File: config.mk
export PLATFORM = sky130hd
export DESIGN_NAME = ram_arbiter
export DESIGN_NICKNAME = d
export VERILOG_FILES = /design/src/rtl/ram_arbiter.sv
export SDC_FILE = /design/constraint.sdc
export NUM_CORES = 1
export LEC_CHECK = 0
export ABC_AREA = 0
export CAP_MARGIN = 20
export CORE_MARGIN = 2
export CORE_UTILIZATION = 33
export DETAILED_ROUTE_END_ITERATION = 6
export PLACE_DENSITY_LB_ADDON = 0.12
export SLEW_MARGIN = 20
export SYNTH_ARGS = -nofsm -noshare
export SYNTH_HDL_FRONTEND = slang
export SYNTH_SLANG_ARGS = --single-unit
export TNS_END_PERCENT = 100
File: constraint.sdc
create_clock -name clk -period 1.5 [get_ports clk]
set_input_delay 0.3 -clock clk [delete_from_list [all_inputs] [get_ports clk]]
set_output_delay 0.3 -clock clk [all_outputs]
set_load 0.01 [all_outputs]
File: src/rtl/ram_arbiter.sv
`default_nettype none
// ============================================================================
// Module   : ram_arbiter
// Purpose  : Round-robin sharing of a single-port synchronous RAM between two
//            requesters with ack pulses and per-port read-valid strobes.
// Revision : 1.0  initial release
// ============================================================================
module ram_arbiter #(
  parameter int AWIDTH = 12,
  parameter int DWIDTH = 16
) (
  input  logic              clk,
  input  logic              reset,
  input  logic              req0,
  input  logic              we0,
  input  logic [AWIDTH-1:0] addr0,
  input  logic [DWIDTH-1:0] wdata0,
  output logic              ack0,
  output logic              rvalid0,
  input  logic              req1,
  input  logic              we1,
  input  logic [AWIDTH-1:0] addr1,
  input  logic [DWIDTH-1:0] wdata1,
  output logic              ack1,
  output logic              rvalid1,
  output logic [DWIDTH-1:0] rdata,
  output logic              ram_load,
  output logic [AWIDTH-1:0] ram_addr,
  output logic [DWIDTH-1:0] ram_d,
  input  logic [DWIDTH-1:0] ram_q
);

  localparam logic c_port0 = 1'b0;
  localparam logic c_port1 = 1'b1;

  logic              ack0_q, ack0_d;
  logic              ack1_q, ack1_d;
  logic              rvalid0_q, rvalid0_d;
  logic              rvalid1_q, rvalid1_d;
  logic              load_q, load_d;
  logic [AWIDTH-1:0] addr_q, addr_d;
  logic [DWIDTH-1:0] data_q, data_d;
  logic              last_grant_q, last_grant_d;
  logic              rd_pend_q, rd_pend_d;
  logic              rd_owner_q, rd_owner_d;

  logic              w_elig0;
  logic              w_elig1;
  logic              w_grant;
  logic              w_gport;
  logic              w_sel_we;
  logic [AWIDTH-1:0] w_sel_addr;
  logic [DWIDTH-1:0] w_sel_data;

  // A port is ineligible during its own ack cycle, so a held request is
  // never served twice for one handshake.
  assign w_elig0 = req0 & ~ack0_q;
  assign w_elig1 = req1 & ~ack1_q;
  assign w_grant = w_elig0 | w_elig1;
  assign w_gport = (w_elig0 & w_elig1) ? ~last_grant_q : w_elig1;

  assign w_sel_we   = (w_gport == c_port1) ? we1    : we0;
  assign w_sel_addr = (w_gport == c_port1) ? addr1  : addr0;
  assign w_sel_data = (w_gport == c_port1) ? wdata1 : wdata0;

  always_comb begin
    ack0_d       = 1'b0;
    ack1_d       = 1'b0;
    load_d       = 1'b0;
    addr_d       = addr_q;
    data_d       = data_q;
    last_grant_d = last_grant_q;
    rd_pend_d    = 1'b0;
    rd_owner_d   = rd_owner_q;
    // The RAM executes the command one edge after the grant, so a read
    // granted last cycle has its data on ram_q after this edge.
    rvalid0_d    = rd_pend_q & (rd_owner_q == c_port0);
    rvalid1_d    = rd_pend_q & (rd_owner_q == c_port1);
    if (w_grant) begin
      addr_d       = w_sel_addr;
      data_d       = w_sel_data;
      load_d       = w_sel_we;
      last_grant_d = w_gport;
      rd_pend_d    = ~w_sel_we;
      rd_owner_d   = w_gport;
      ack0_d       = (w_gport == c_port0);
      ack1_d       = (w_gport == c_port1);
    end
  end

  always_ff @(posedge clk) begin
    if (reset) begin
      ack0_q       <= 1'b0;
      ack1_q       <= 1'b0;
      rvalid0_q    <= 1'b0;
      rvalid1_q    <= 1'b0;
      load_q       <= 1'b0;
      addr_q       <= '0;
      data_q       <= '0;
      last_grant_q <= c_port1;
      rd_pend_q    <= 1'b0;
      rd_owner_q   <= c_port0;
    end else begin
      ack0_q       <= ack0_d;
      ack1_q       <= ack1_d;
      rvalid0_q    <= rvalid0_d;
      rvalid1_q    <= rvalid1_d;
      load_q       <= load_d;
      addr_q       <= addr_d;
      data_q       <= data_d;
      last_grant_q <= last_grant_d;
      rd_pend_q    <= rd_pend_d;
      rd_owner_q   <= rd_owner_d;
    end
  end

  assign ack0     = ack0_q;
  assign ack1     = ack1_q;
  assign rvalid0  = rvalid0_q;
  assign rvalid1  = rvalid1_q;
  assign ram_load = load_q;
  assign ram_addr = addr_q;
  assign ram_d    = data_q;
  assign rdata    = ram_q;

endmodule
`default_nettype wire

==> results.cfg <==
[cells_and_area]
fin_nets = 363
largest_register_ffs = 16
diodes = 0
final_util = 0.5419
drive_above_1_share = 0.09441
syn_to_final_growth_pct = 56.11
fin_cells = 358

[critical_path]
required_ps = 1200
critPathBufInv = 1
reg2reg_slack_ps = 120
critPathTopFamily = buffers and inverters
end_kind = primary output
crit_slowest_cell = clkdlybuf4s50_1
critPathArrivalTime_ps = 1160
worstPathMaxFanout = 2
critical_path_class = reg -> out
cp_cell_sequence = clkdlybuf4s50_1
startpoint_type = flop
slowest_delay_ps = 540

[synthesis]
synth_commonest_cells = dfxtp_1 (36), a21oi_1 (32), nand2b_1 (29)
synthCells = 210
synth_fp_nets = 288
synth_compound_area_frac = 0.2326
synthXorXnorAreaFrac = 0
synth-edff-count = 0
ys_seq_elements = 36
synthArstFlopShare = 0
synth_fa_ha_area_frac = 0
synthMostInstantiatedCell = dfxtp_1
synthTopCellsByArea = dfxtp_1 (37%), a221o_1 (14%), nor4b_1 (13%), nand2b_1 (9.3%), a21oi_1 (8.2%)
ys_seq_area_frac = 0.3702
synth-simple-area-share = 0.2654
synthDistinctLibCells = 19
yosys.area.top_type = dfxtp_1
synth_top_family_by_area = simple AND/OR/NAND/NOR gates
synth_warnings = 0
muxShareOfSynthArea = 0
postSynthAreaPerCell_um2 = 9.271
synth_top_area_frac = 0.3702
synth_area_um2 = 1947
ys.flop_type = dfxtp_1

[pwr]
pwr-share-clk = 0.310
p_comb_frac = 0.278
leakagePower_nw = 1.488
p_total_mw = 2.696
p_seq_frac = 0.412
switching_share = 0.2615
power.density_nw_per_um2 = 887.2
power.internal_mw = 1.991
p_sw_uw = 705.2
irDropWorstVdd_mv = 0.3833

[die]
die_area_um2 = 6530
rows = 27
die_w_um = 80.81
core_area_um2 = 5608
initial_core_util = 0.3472
ioPinCount = 127
fp.dieH_um = 80.81

[sta]
final_max_slew_viol_count = 0
fin_crit_sh = 0.9735
clock.fmax_mhz = 684.8
rsz0062_at_grt = false
period_minus_slack_ps = 1460
finalSetupTns_ps = 0
setup_ws_ps = 39.78
hold_viol = 0
max_slew.worst_pin.slew_ps = 308.6
setup_violations = 0
slew_headroom = 0.7914
fin_skew_ps = 5.416

[clocking]
clk_latency_ps = 280
cts_hold_buf = 0
clk_pin_slew_ps = 70
clock-root-buffer = clkbuf_8
numCtsBuffers = 5
cts.htree.levels = 2
clkSinkCount = 36
clockBufferDepth = 2
cts_tree = built

[drt]
wl_met1_um = 2430
wl_per_cell_um = 15.06
met2WireLength_um = 2417
drt_iter0_drc = 78
wl_met3_um = 541
routed_wl_um = 5392
top_layer = met4
vias = 1871
first_pass_iters = 4
drc = 0
viasPerCell = 5.226
ant_nets = 0

[global_routing]
grt_pass1_vias = 1790
track_usage = 0.1678
antenna_found_initial = 0
overflow = 0
grt_first_pass_wirelength_um = 8542
grt_max_degree = 33

[place]
gp_congestion = 0.7391
port_buffers = 94
place_ws_ps = -276.6
dp_cells = 349
dp_hpwl_um = 3754

[hold_path]
hold_path.class = reg -> reg

[flow_run]
maxCapViolCount = 0

[outcome]
outcome = finished, final reports clean
## final timing paths
path,start,to,cells after the start
max reg2reg,ack0$_SDFF_PP0_,ram_addr[6]$_SDFFE_PP0P_,4
max,ram_addr[10]$_SDFFE_PP0P_,ram_addr[10],1
min,rd_owner_q$_SDFFE_PP0P_,rvalid0$_SDFF_PP0_,1
min reg2reg,rd_owner_q$_SDFFE_PP0P_,rvalid0$_SDFF_PP0_,1
## layout by cell type, fill, tap and decap left out, drive strengths merged, types with 3 or more instances in the layout
master         netlist  layout
a221o               28      28
dfxtp               36      36
and3b                4       4
nor4b               28      28
clkbuf              15       5
dlymetal6s2s         0      27
clkdlybuf4s50        0      64
a21oi               32      32
nand2b              30      30
nand2                3       3
buf                 27      17
## per-stage QoR
stage	hold slack (ps)	instance area, µm²
after floorplan	413.5	1947
after global placement	426.9	2854
after detailed placement	433.2	2854
after CTS	444.0	2963
after global routing	453.6	3039
final	444.4	3039
## cell families (layout without fill, tap and decap cells)
group | after synthesis | count (layout)
AND/OR/NAND/NOR | 70 | 70
AO/OA/AOI/OAI | 62 | 62
buffers and inverters | 42 | 118
flip-flops | 36 | 36
## what timing repair did
| item | 4_1_cts | 5_1_grt |
|---|---|---|
| gates cloned | 0 | 0 |
| buffers inserted | 0 | 1 |
| gates resized for setup | 2 | 28 |
| pin swaps | 0 | 0 |
| setup endpoints to repair | 2 | 49 |
## routing by layer
| metal | track usage | up-vias |
|---|---|---|
| met5 | 0 | - |
| met1 | 0.2126 | 865 |
| met4 | 0.04068 | 0 |
| met3 | 0.07222 | 2 |
| met2 | 0.2636 | 82 |
| li1 | - | 922 |
## area by class of cell
class	instances	area [µm²]
Clock inverter	3	42.54
Clock buffer	5	68.82
Tap cell	72	90.09
Timing Repair Buffer	110	1146
Fill cell	538	2569
Sequential cell	36	720.7
Multi-Input combinational cell	132	970.9
## power by group through the flow
stage	registers, mW	logic [mW]	clock network [mW]
finish	1.11	0.750	0.836
global route	1.12	0.815	0.908
CTS	1.11	0.773	0.864
detailed placement	1.13	0.774	0
global placement	1.13	0.776	0
floorplan	1.17	0.350	0
(Power assumes the default switching activity.)
